===== config.mk =====
export PLATFORM = sky130hd
export DESIGN_NAME = uart_tx_buffered_flat
export DESIGN_NICKNAME = d
export VERILOG_FILES = /design/src/rtl/uart_pkg.sv /design/src/rtl/uart_tx_buffered_if.sv /design/src/rtl/sync_fifo.sv /design/src/rtl/uart_tx_buffered.sv /design/src/flat_wrapper.sv
export SDC_FILE = /design/constraint.sdc
export NUM_CORES = 1
export LEC_CHECK = 0
export CORE_ASPECT_RATIO = 0.8
export CORE_MARGIN = 4
export CORE_UTILIZATION = 40
export CTS_CLUSTER_DIAMETER = 100
export DETAILED_ROUTE_END_ITERATION = 7
export HOLD_SLACK_MARGIN = 0.03
export PLACE_DENSITY = 0.68
export SLEW_MARGIN = 25
export SYNTH_ARGS = -nofsm -noshare
export SYNTH_HDL_FRONTEND = slang
export SYNTH_SLANG_ARGS = --single-unit

===== constraint.sdc =====
create_clock -name clock -period 3.43 [get_ports clock]
set_input_delay 0.343 -clock clock [delete_from_list [all_inputs] [get_ports clock]]
set_output_delay 0.343 -clock clock [all_outputs]
set_load 0.01 [all_outputs]

===== src/rtl/uart_pkg.sv =====
// Shared definitions for the buffered UART transmitter.
//   state_e    : transmitter FSM states
//   parity_e   : parity_type input encoding (00/11 none, 01 odd, 10 even)
//   char_len_e : char_len input encoding (00..11 = 5..8 data bits)
//   data_mask  : mask of the data bits actually sent for a given length
//   calc_parity: parity bit over the sent data bits only
package uart_pkg;

  typedef enum logic [2:0] {
    ST_IDLE,
    ST_START,
    ST_DATA,
    ST_PARITY,
    ST_STOP,
    ST_BREAK
  } state_e;

  typedef enum logic [1:0] {
    PAR_NONE     = 2'b00,
    PAR_ODD      = 2'b01,
    PAR_EVEN     = 2'b10,
    PAR_NONE_ALT = 2'b11
  } parity_e;

  typedef enum logic [1:0] {
    LEN_5 = 2'b00,
    LEN_6 = 2'b01,
    LEN_7 = 2'b10,
    LEN_8 = 2'b11
  } char_len_e;

  function automatic logic parity_enabled(parity_e p);
    return (p == PAR_ODD) || (p == PAR_EVEN);
  endfunction

  function automatic logic [7:0] data_mask(char_len_e len);
    return 8'hFF >> (2'd3 - len);
  endfunction

  // Odd parity makes the total count of ones (data + parity) odd.
  function automatic logic calc_parity(logic [7:0] data, char_len_e len, parity_e p);
    logic ones;
    ones = ^(data & data_mask(len));
    case (p)
      PAR_ODD:  return ~ones;
      PAR_EVEN: return ones;
      default:  return 1'b0;
    endcase
  endfunction

endpackage


===== src/rtl/uart_tx_buffered_if.sv =====
// Character write port of the buffered UART transmitter.
//   wr_valid : producer offers wr_data this cycle
//   wr_data  : 8-bit character, LSB sent first
//   wr_ready : transmitter FIFO can accept a character
interface uart_tx_buffered_if;
  logic       wr_valid;
  logic [7:0] wr_data;
  logic       wr_ready;

  modport master (output wr_valid, output wr_data, input wr_ready);
  modport slave  (input wr_valid, input wr_data, output wr_ready);
endinterface


===== src/rtl/sync_fifo.sv =====
// Single-clock FIFO with registered read port.
//   clock, rst (sync, active-low)
//   wr_en/wr_data : write, ignored while full
//   rd_en/rd_data : pop, ignored while empty; rd_data updates the cycle after
//                   the pop edge and then holds until the next pop
//   count/full/empty : occupancy flags
module sync_fifo #(
  parameter int WIDTH = 8,
  parameter int DEPTH = 8
) (
  input  logic                         clock,
  input  logic                         rst,
  input  logic                         wr_en,
  input  logic [WIDTH-1:0]             wr_data,
  input  logic                         rd_en,
  output logic [WIDTH-1:0]             rd_data,
  output logic [$clog2(DEPTH+1)-1:0]   count,
  output logic                         full,
  output logic                         empty
);
  localparam int AW = (DEPTH > 1) ? $clog2(DEPTH) : 1;
  localparam int CW = $clog2(DEPTH + 1);

  logic [WIDTH-1:0] mem [DEPTH];
  logic [WIDTH-1:0] rd_data_q;
  logic [AW-1:0]    wr_ptr_q, wr_ptr_d;
  logic [AW-1:0]    rd_ptr_q, rd_ptr_d;
  logic [CW-1:0]    count_q, count_d;
  logic             wr_ok, rd_ok;

  assign full  = (count_q == CW'(DEPTH));
  assign empty = (count_q == '0);
  // A full FIFO refuses writes even when a pop happens in the same cycle.
  assign wr_ok = wr_en && !full;
  assign rd_ok = rd_en && !empty;

  always_comb begin
    wr_ptr_d = wr_ok ? wr_ptr_q + 1'b1 : wr_ptr_q;
    rd_ptr_d = rd_ok ? rd_ptr_q + 1'b1 : rd_ptr_q;
    count_d  = count_q;
    case ({wr_ok, rd_ok})
      2'b10:   count_d = count_q + 1'b1;
      2'b01:   count_d = count_q - 1'b1;
      default: count_d = count_q;
    endcase
  end

  always_ff @(posedge clock) begin
    if (!rst) begin
      wr_ptr_q <= '0;
      rd_ptr_q <= '0;
      count_q  <= '0;
    end else begin
      wr_ptr_q <= wr_ptr_d;
      rd_ptr_q <= rd_ptr_d;
      count_q  <= count_d;
    end
  end

  // Storage and read register carry no reset so they map onto block RAM.
  always_ff @(posedge clock) begin
    if (wr_ok) mem[wr_ptr_q] <= wr_data;
    if (rd_ok) rd_data_q <= mem[rd_ptr_q];
  end

  assign rd_data = rd_data_q;
  assign count   = count_q;
endmodule


===== src/rtl/uart_tx_buffered.sv =====
// Buffered UART transmitter: FIFO of characters feeding a frame serialiser
// with selectable baud rate, 5..8 data bits, none/odd/even parity, 1/2 stop
// bits and a line-break request.
//   clock, rst (sync, active-low)
//   wr_if                      : character write port (slave side)
//   baud_sel/parity_type/char_len/stop_bits : frame format, latched on pop
//   break_req                  : hold line low while high (taken only in idle)
//   data_out/parity_out        : serial line / parity bit of current frame
//   tx_active/tx_done          : busy flag / one-cycle end-of-frame pulse
//   fifo_count/full/empty      : FIFO occupancy
module uart_tx_buffered
  import uart_pkg::*;
#(
  parameter int CLK_FREQ_HZ = 50_000_000,
  parameter int BAUD0       = 2400,
  parameter int BAUD1       = 4800,
  parameter int BAUD2       = 9600,
  parameter int BAUD3       = 19200,
  parameter int FIFO_DEPTH  = 8
) (
  input  logic                              clock,
  input  logic                              rst,
  uart_tx_buffered_if.slave                 wr_if,
  input  logic [1:0]                        baud_sel,
  input  logic [1:0]                        parity_type,
  input  logic [1:0]                        char_len,
  input  logic                              stop_bits,
  input  logic                              break_req,
  output logic                              data_out,
  output logic                              parity_out,
  output logic                              tx_active,
  output logic                              tx_done,
  output logic [$clog2(FIFO_DEPTH+1)-1:0]   fifo_count,
  output logic                              fifo_full,
  output logic                              fifo_empty
);
  localparam int DIV0    = CLK_FREQ_HZ / BAUD0;
  localparam int DIV1    = CLK_FREQ_HZ / BAUD1;
  localparam int DIV2    = CLK_FREQ_HZ / BAUD2;
  localparam int DIV3    = CLK_FREQ_HZ / BAUD3;
  localparam int MAX01   = (DIV0 > DIV1) ? DIV0 : DIV1;
  localparam int MAX23   = (DIV2 > DIV3) ? DIV2 : DIV3;
  localparam int MAX_DIV = (MAX01 > MAX23) ? MAX01 : MAX23;
  localparam int CNT_W   = (MAX_DIV > 1) ? $clog2(MAX_DIV) : 1;

  state_e           state_q, state_d;
  logic [CNT_W-1:0] cnt_q, cnt_d;
  logic [2:0]       bit_cnt_q, bit_cnt_d;
  logic [1:0]       baud_q, baud_d;
  parity_e          par_q, par_d;
  char_len_e        len_q, len_d;
  logic             stop_q, stop_d;
  logic             done_q, done_d;
  logic             pop;
  logic [7:0]       char_data;
  logic [CNT_W-1:0] div_m1;
  logic             tick;
  logic             parity_bit;

  sync_fifo #(.WIDTH(8), .DEPTH(FIFO_DEPTH)) u_fifo (
    .clock   (clock),
    .rst     (rst),
    .wr_en   (wr_if.wr_valid),
    .wr_data (wr_if.wr_data),
    .rd_en   (pop),
    .rd_data (char_data),
    .count   (fifo_count),
    .full    (fifo_full),
    .empty   (fifo_empty)
  );

  assign wr_if.wr_ready = !fifo_full;

  always_comb begin
    case (baud_q)
      2'b00:   div_m1 = CNT_W'(DIV0 - 1);
      2'b01:   div_m1 = CNT_W'(DIV1 - 1);
      2'b10:   div_m1 = CNT_W'(DIV2 - 1);
      default: div_m1 = CNT_W'(DIV3 - 1);
    endcase
  end

  assign tick       = (cnt_q == div_m1);
  // The popped character stays in the FIFO read register for the whole frame.
  assign parity_bit = calc_parity(char_data, len_q, par_q);

  always_comb begin
    state_d   = state_q;
    cnt_d     = tick ? '0 : cnt_q + 1'b1;
    bit_cnt_d = bit_cnt_q;
    baud_d    = baud_q;
    par_d     = par_q;
    len_d     = len_q;
    stop_d    = stop_q;
    done_d    = 1'b0;
    pop       = 1'b0;
    case (state_q)
      ST_IDLE: begin
        if (break_req) begin
          state_d = ST_BREAK;
        end else if (!fifo_empty) begin
          pop     = 1'b1;
          state_d = ST_START;
          baud_d  = baud_sel;
          par_d   = parity_e'(parity_type);
          len_d   = char_len_e'(char_len);
          stop_d  = stop_bits;
        end
      end
      ST_START: if (tick) state_d = ST_DATA;
      ST_DATA: begin
        if (tick) begin
          if (bit_cnt_q == ({1'b0, len_q} + 3'd4))
            state_d = parity_enabled(par_q) ? ST_PARITY : ST_STOP;
          else
            bit_cnt_d = bit_cnt_q + 3'd1;
        end
      end
      ST_PARITY: if (tick) state_d = ST_STOP;
      ST_STOP: begin
        // bit_cnt counts stop bits already completed.
        if (tick) begin
          if (bit_cnt_q[0] == stop_q) begin
            state_d = ST_IDLE;
            done_d  = 1'b1;
          end else begin
            bit_cnt_d = bit_cnt_q + 3'd1;
          end
        end
      end
      ST_BREAK: if (!break_req) state_d = ST_IDLE;
      default: state_d = ST_IDLE;
    endcase
    // Every state entry restarts bit timing so each bit is a full period.
    if (state_d != state_q) begin
      cnt_d     = '0;
      bit_cnt_d = '0;
    end
  end

  always_ff @(posedge clock) begin
    if (!rst) begin
      state_q   <= ST_IDLE;
      cnt_q     <= '0;
      bit_cnt_q <= '0;
      baud_q    <= 2'b00;
      par_q     <= PAR_NONE;
      len_q     <= LEN_5;
      stop_q    <= 1'b0;
      done_q    <= 1'b0;
    end else begin
      state_q   <= state_d;
      cnt_q     <= cnt_d;
      bit_cnt_q <= bit_cnt_d;
      baud_q    <= baud_d;
      par_q     <= par_d;
      len_q     <= len_d;
      stop_q    <= stop_d;
      done_q    <= done_d;
    end
  end

  always_comb begin
    data_out   = 1'b1;
    parity_out = 1'b0;
    case (state_q)
      ST_START:  data_out = 1'b0;
      ST_DATA:   data_out = char_data[bit_cnt_q];
      ST_PARITY: data_out = parity_bit;
      ST_BREAK:  data_out = 1'b0;
      default:   data_out = 1'b1;
    endcase
    if (state_q inside {ST_START, ST_DATA, ST_PARITY, ST_STOP})
      parity_out = parity_bit;
  end

  assign tx_active = (state_q != ST_IDLE);
  assign tx_done   = done_q;
endmodule


===== src/flat_wrapper.sv =====
// flat-port wrapper written by rule: the top's interface ports become plain ports
module uart_tx_buffered_flat import uart_pkg::*;
#(
  parameter int CLK_FREQ_HZ = 50_000_000,
  parameter int BAUD0       = 2400,
  parameter int BAUD1       = 4800,
  parameter int BAUD2       = 9600,
  parameter int BAUD3       = 19200,
  parameter int FIFO_DEPTH  = 8
)
  (clock, rst, baud_sel, parity_type, char_len, stop_bits, break_req, data_out, parity_out, tx_active, tx_done, fifo_count, fifo_full, fifo_empty, wr_if_wr_valid, wr_if_wr_data, wr_if_wr_ready);
  uart_tx_buffered_if wr_if_i ();
  input  logic clock;
  input  logic rst;
  input  logic [1:0] baud_sel;
  input  logic [1:0] parity_type;
  input  logic [1:0] char_len;
  input  logic stop_bits;
  input  logic break_req;
  output logic data_out;
  output logic parity_out;
  output logic tx_active;
  output logic tx_done;
  output logic [$clog2(FIFO_DEPTH+1)-1:0] fifo_count;
  output logic fifo_full;
  output logic fifo_empty;
  input wire logic [$bits(wr_if_i.wr_valid)-1:0] wr_if_wr_valid;
  input wire logic [$bits(wr_if_i.wr_data)-1:0] wr_if_wr_data;
  output wire logic [$bits(wr_if_i.wr_ready)-1:0] wr_if_wr_ready;
  assign wr_if_i.wr_valid = wr_if_wr_valid;
  assign wr_if_i.wr_data = wr_if_wr_data;
  assign wr_if_wr_ready = wr_if_i.wr_ready;
  uart_tx_buffered #(.CLK_FREQ_HZ(CLK_FREQ_HZ), .BAUD0(BAUD0), .BAUD1(BAUD1), .BAUD2(BAUD2), .BAUD3(BAUD3), .FIFO_DEPTH(FIFO_DEPTH)) u_core (.clock(clock), .rst(rst), .wr_if(wr_if_i), .baud_sel(baud_sel), .parity_type(parity_type), .char_len(char_len), .stop_bits(stop_bits), .break_req(break_req), .data_out(data_out), .parity_out(parity_out), .tx_active(tx_active), .tx_done(tx_done), .fifo_count(fifo_count), .fifo_full(fifo_full), .fifo_empty(fifo_empty));
endmodule

**Yosys cells after proc, flatten, opt, wreduce, memory -nomap -nowiden**

Memory sizes are Yosys's and may differ from the RTL's. A register that Yosys moved wholly into a read port is not among the register bits.
Cells that the tools add are included.

- Add/sub/neg operators: 8
- $lt $le $gt $ge: 1
- Equal/unequal tests: 20
- Shift-type cells: 1
- Multiplexer cells: 29
- Bitwise operators: 5
- Reduce and logical (&&, ||, !) cells: 19

Operator list:

| cell | number |
|---|---|
| case mux 15 bit (3 select lines) | 1 |
| two-way mux 3 bit | 14 |
| case mux 3 bit (6 select lines) | 1 |
| adder 15 x 1 -> 15 bit (second input constant) | 1 |
| equality test 15 bit | 1 |
| adder 3 x 1 -> 3 bit (second input constant) | 3 |
| AND 8 bit | 1 |
| two-way mux 1 bit | 8 |
| case mux 4 bit (2 select lines) | 1 |
| XOR reduction 8 bit | 1 |
| >> shifter 8 x 2 -> 8 bit (first input constant) | 1 |
| equality test 2 x 1 -> 1 bit (second input constant) | 3 |
| equality test 2 bit (second input constant) | 3 |
| equality test 3 x 2 -> 1 bit (second input constant) | 2 |
| equality test 3 bit (second input constant) | 2 |
| case mux 3 bit (2 select lines) | 1 |
| AND reduction 3 bit | 2 |
| AND reduction 5 bit | 1 |
| adder 4 x 1 -> 4 bit (second input constant) | 1 |
| equality test 4 bit (second input constant) | 1 |
| zero test 4 bit | 1 |
| < comparator 3 x 4 -> 1 bit (second input constant) | 1 |
| != test 2 x 1 -> 1 bit (second input constant) | 2 |
| != test 2 bit (second input constant) | 2 |
| 21 further kinds | 28 |

- Register bits: 39
- RAM bits: 64
- Output and inout bits: 11
- Word-level logic and storage cells: 95
- Memories: 1

Memories:

| name | words | width | read ports | clocked after memory_dff | wr ports | RTL line | RTL |
|---|---|---|---|---|---|---|---|
| u_core.u_fifo.mem | 8 | 8 | 1 | 1 | 1 | sync_fifo.sv:24 | `logic [WIDTH-1:0] mem [DEPTH];` |

**Depth between registers and ports, before layout**

- Depth after elaboration: 8
- Gate-level depth with buffers: 11
- Depth with buffers taken out: 10

**Cells and area by module**

Synthesis repeated with hierarchy kept, for this count alone.

- Cells, all modules: 383
- Area total of the unflattened synthesis: 5022.3 um2

By module, submodules not included:

| module | instances | cells an instance | area each (um2) |
|---|---|---|---|
| sync_fifo | 1 | 171 | 3255.6 |
| uart_tx_buffered | 1 | 212 | 1766.7 |

**Worst setup path before layout**

OpenSTA, ideal clock, no wires.

- Path type: reg2reg
- Start: reg u_core.state_q[0]
- End: reg u_core.u_fifo.count_q[3], in the netlist u_core.u_fifo.count[3]
- Setup time: 76 ps
- Arrival time: 2684 ps
- Data required time: 3354 ps
- Setup slack: 670 ps
- Stages on the path, launching flop included: 12
- Buffers on the path: 2
- Path through: dfxtp_1 -> or3_1 -> clkbuf_1 -> nor3_1 -> buf_2 -> ha_1 -> ha_1 -> a21o_1 -> a21oi_1 -> xnor2_1 -> or3_1 -> a21boi_0

- Longest elaborated chain between the ends: 5
- Elaborated cells on any way between the ends: 7

Ends and longest elaborated chain:

| item | RTL line | RTL |
|---|---|---|
| start: declaration | uart_tx_buffered.sv:46 | `state_e state_q, state_d;` |
| start signal: assignment | uart_tx_buffered.sv:152 | `state_q <= state_d;` |
| zero test 3 bit (*) | uart_tx_buffered.sv:97 | `case (state_q)` |
| two-way mux 1 bit (*) | uart_tx_buffered.sv:97 |  |
| logical AND 1 bit (*) | sync_fifo.sv:35 | `assign rd_ok = rd_en && !empty;` |
| named net u_core.u_fifo.rd_ok | sync_fifo.sv:29 | `logic wr_ok, rd_ok;` |
| equality test 2 x 1 -> 1 bit or equality test 2 bit (tied branches) | sync_fifo.sv:41 | `case ({wr_ok, rd_ok})` |
| case mux 4 bit (2 select lines) or nonzero test 2 bit (tied branches) | - |  |
| end signal: assignment | sync_fifo.sv:56 | `count_q <= count_d;` |
| end: declaration | sync_fifo.sv:28 | `logic [CW-1:0] count_q, count_d;` |

The timed path passes the listed nets; every way through them passes the cells marked *.
A chain may end at the register's enable or synchronous reset.

**Final worst setup path**

- Start: reg u_core.u_fifo.rd_data_q[1], in the netlist u_core.u_fifo.rd_data[1] (read register of u_core.u_fifo.mem)
- End: out data_out

- Longest elaborated chain between the ends: 5
- Elaborated cells on any way between the ends: 7

Ends and longest elaborated chain:

| item | RTL line | RTL |
|---|---|---|
| start: declaration | sync_fifo.sv:25 | `logic [WIDTH-1:0] rd_data_q;` |
| AND 8 bit | uart_pkg.sv:43 | `ones = ^(data & data_mask(len));` |
| XOR reduction 8 bit | uart_pkg.sv:43 |  |
| inverter 1 bit | uart_pkg.sv:45 | `PAR_ODD: return ~ones;` |
| case mux 1 bit (2 select lines) | uart_pkg.sv:44 | `case (p)` |
| case mux 1 bit (3 select lines) (*) | uart_tx_buffered.sv:166 | `case (state_q)` |
| end: declaration | flat_wrapper.sv:20 | `output logic data_out;` |

Mark *: on every way between the ends. The rest lies on a longest branch, timed or not. The select of a mux whose other input is x is not followed.

==> results.py <==
metrics = {
    "worst_setup_path": {
        "required_ps": 3090,
        "path_class": "reg -> out",
        "r2r_cells": 9,
        "end_kind": "output pin",
        "r2r-end": "u_core.u_fifo.count[3]$_SDFFE_PN0P_",
        "cp_max_fo": 2,
        "startpoint_type": "register",
        "arrival_ps": 2570,
        "reg2reg_from": "u_core.state_q[0]$_SDFF_PN0_",
        "r2r_slack_ps": 750,
    },
    "power": {
        "p_total_mw": 3.74,
        "power.switching_mw": 1.07,
        "powerDensity_mw_per_mm2": 640,
        "p_clk_frac": 0.284,
        "p_seq_frac": 0.456,
        "p_leak_nw": 1.93,
        "max-vdd-ir-drop_uv": 306,
        "switching_share": 0.287,
        "p_int_mw": 2.66,
        "comb_power_share": 0.260,
    },
    "cts": {
        "cts_buffers": 9,
        "clk_latency_ps": 350,
        "hold_buffers": 0,
        "cts_buffer_depth": 2,
        "clk_pin_slew_ps": 70,
        "htreeDepth": 3,
        "tritoncts": "done",
        "clock-sinks": 111,
        "root_buffer": "clkbuf_16",
        "post_cts_buffers": 0,
        "cts_resized": 0,
    },
    "grt": {
        "overflow": 0,
        "grt_pass1_vias": 2833,
        "grt_util_all_layers": 0.134,
        "antenna_found_initial": 0,
        "grt_pass1_wl_mm": 14.9,
        "grt_max_degree": 23,
    },
    "routing": {
        "vias": 2912,
        "routedWlPerCell_um": 15.9,
        "first_iter_violations": 173,
        "via_per_inst": 5.08,
        "dr.pass1.iters": 4,
        "wl_mm": 9.09,
        "ant_nets": 0,
        "post-route-drc-count": 0,
    },
    "timing": {
        "setup_tns_ps": 0,
        "report.final.slew_viol_count": 0,
        "finClkSkew_ps": 6.83,
        "rsz0062_at_grt": "no",
        "fmaxAchievable_mhz": 343,
        "hold_violations": 0,
        "fin_crit_ps": 2910,
        "period_share": 0.849,
        "worst_pin_slew_ps": 902,
        "setup_viol": 0,
        "relSlewSlack": 0.398,
    },
    "placement": {
        "place_area_mm2": 0.00554,
        "io_buffers": 29,
        "globalplace.congestion": 0.780,
        "hpwl_mm": 6.13,
    },
    "synth": {
        "yosysSeqAreaShare": 0.585,
        "synth.area.top_cells": "edfxtp_1, dfxtp_1, mux4_2",
        "synth_seq_cells": 111,
        "synthDistinctLibCells": 51,
        "synth-main-ff-cell": "edfxtp_1",
        "syn-mean-instance-area_um2": 13.9,
        "syn-cell-area_mm2": 0.00503,
        "synthArstFlopShare": 0,
        "synth_top_cell_area_share": 0.430,
        "synth-edff-count": 72,
        "synth_area_leader_cell": "edfxtp_1",
        "syn_inst": 363,
        "syn-num-nets": 397,
        "yosysWarnings": 0,
    },
    "run_status": {
        "status": "complete, no violations",
    },
    "finish": {
        "final_cell_mix": "edfxtp_1, dfxtp_1, clkdlybuf4s50_1",
        "final_common_cell": "edfxtp_1",
        "area_delta_synth_final_pct": 16.1,
        "design_area_mm2": 0.00584,
        "antenna_cells": 0,
        "layout.area.seq_mm2": 0.00294,
        "n_fill_cell": 1075,
        "fin_util": 0.477,
        "drive_gt1_frac": 0.154,
        "multi_input_area_mm2": 0.00199,
        "nNetsFinal": 431,
    },
    "min_path": {
        "hold_path_depth": 1,
        "hold_path.startpoint": "u_core.cnt_q[0]$_SDFF_PP0_",
        "worstHoldEndpoint": "u_core.cnt_q[0]$_SDFF_PP0_",
        "holdCritPathClass": "reg -> reg",
    },
    "flow_run": {
        "drv_cap": 0,
    },
    "floorplan": {
        "dieArea_mm2": 0.0145,
        "core_region_area_mm2": 0.0123,
        "rows": 36,
        "die-height_um": 108,
        "io_pins": 30,
        "dieWidth_um": 133,
        "start_util": 0.411,
    },
}
-- Yosys cell counts, types with 2 or more instances --
cell and number:
a21boi_0 4, a21oi_1 4, and2_1 7, and3_1 3, buf_1 2, buf_2 5, buf_4 2, clkbuf_1 6
dfxtp_1 39, edfxtp_1 72, ha_1 14, inv_1 9, mux2_2 10, mux2i_1 10, mux4_2 18, nand2_1 12
nand2b_1 4, nand3_1 9, nand4_1 8, nor2_1 27, nor2b_1 11, nor3_1 8, nor3b_1 4, nor4bb_1 2
o21ai_0 9, o31a_1 2, or3_1 2, xnor2_1 25, xor2_1 13
-- how the worst max path moves through the flow --
stage | endpoint | from | cells after the start | slack (ps)
after floorplan | u_core.u_fifo.count[3]$_SDFFE_PN0P_ | u_core.state_q[0]$_SDFF_PN0_ | 11 | 670
after global placement | u_core.u_fifo.count[3]$_SDFFE_PN0P_ | u_core.state_q[0]$_SDFF_PN0_ | 9 | 870
after detailed placement | u_core.u_fifo.count[3]$_SDFFE_PN0P_ | u_core.state_q[0]$_SDFF_PN0_ | 9 | 770
after CTS | data_out | u_core.u_fifo.rd_data[1]$_DFFE_PP_ | 7 | 500
after global routing | data_out | u_core.len_q[0]$_SDFFE_PN0P_ | 7 | 380
final | data_out | u_core.u_fifo.rd_data[1]$_DFFE_PP_ | 7 | 520
-- worst max-delay path, stage by stage (launching register included) --
cell,delay (ps)
edfxtp_1,400
xnor2_1,200
xnor2_1,140
xnor3_1,440
mux2_2,300
o21ai_0,150
a21oi_1,80
clkdlybuf4s50_1,500
-- cell families after synthesis --
logic type      Yosys count  synth area share
compound gates           27            0.0388
buf+inv                  24            0.0206
xor+xnor                 39            0.0706
fa+ha+maj                15            0.0388
flops                   111             0.585
simple gates            109             0.124
mux                      38             0.123
-- per-layer routing --
metal	wire length, um	global-route usage	vias up	share of wire
li1	-	-	1408	-
met1	4410	0.186	1446	0.49
met2	4160	0.200	48	0.46
met3	399	0.0414	10	0.044
met4	119	0.0448	0	0.013
met5	0	0	-	0
-- registers in the layout, summed over array words and instances (netlist names) --
signal	count
u_core.state_q	3
u_core.par_q	2
u_core.cnt_q	15
u_core.u_fifo.mem	64
u_core.tx_done	1
u_core.u_fifo.rd_ptr_q	3
u_core.stop_q	1
u_core.baud_q	2
u_core.u_fifo.count	4
u_core.u_fifo.wr_ptr_q	3
u_core.u_fifo.rd_data	8
u_core.len_q	2
u_core.bit_cnt_q	3
-- cell type report --
class | count | share of cell area
Tap cell | 171 | 0.0366
Clock buffer | 9 | 0.0386
Inverter | 9 | 0.00578
Timing Repair Buffer | 38 | 0.0613
Sequential cell | 111 | 0.504
Clock inverter | 7 | 0.0133
Multi-Input combinational cell | 228 | 0.341
-- metrics by stage --
| stage | cells | setup slack (ps) | hold WS, ps |
|---|---|---|---|
| floorplan | 363 | 670 | 442 |
| global placement | 557 | 868 | 511 |
| detailed placement | 557 | 774 | 544 |
| CTS | 573 | 498 | 554 |
| global route | 573 | 381 | 589 |
| finish | 573 | 517 | 546 |
-- power by group through the flow --
stage | clock (mW) | combinational (mW) | sequential, mW
3_3_place_gp | 0 | 0.971 | 1.73
6_report | 1.06 | 0.973 | 1.70
2_1_floorplan | 0 | 0.737 | 1.68
5_1_grt | 1.15 | 1.08 | 1.73
3_5_place_dp | 0 | 0.981 | 1.73
4_1_cts | 1.08 | 0.989 | 1.70
(Power assumes the default switching activity.)
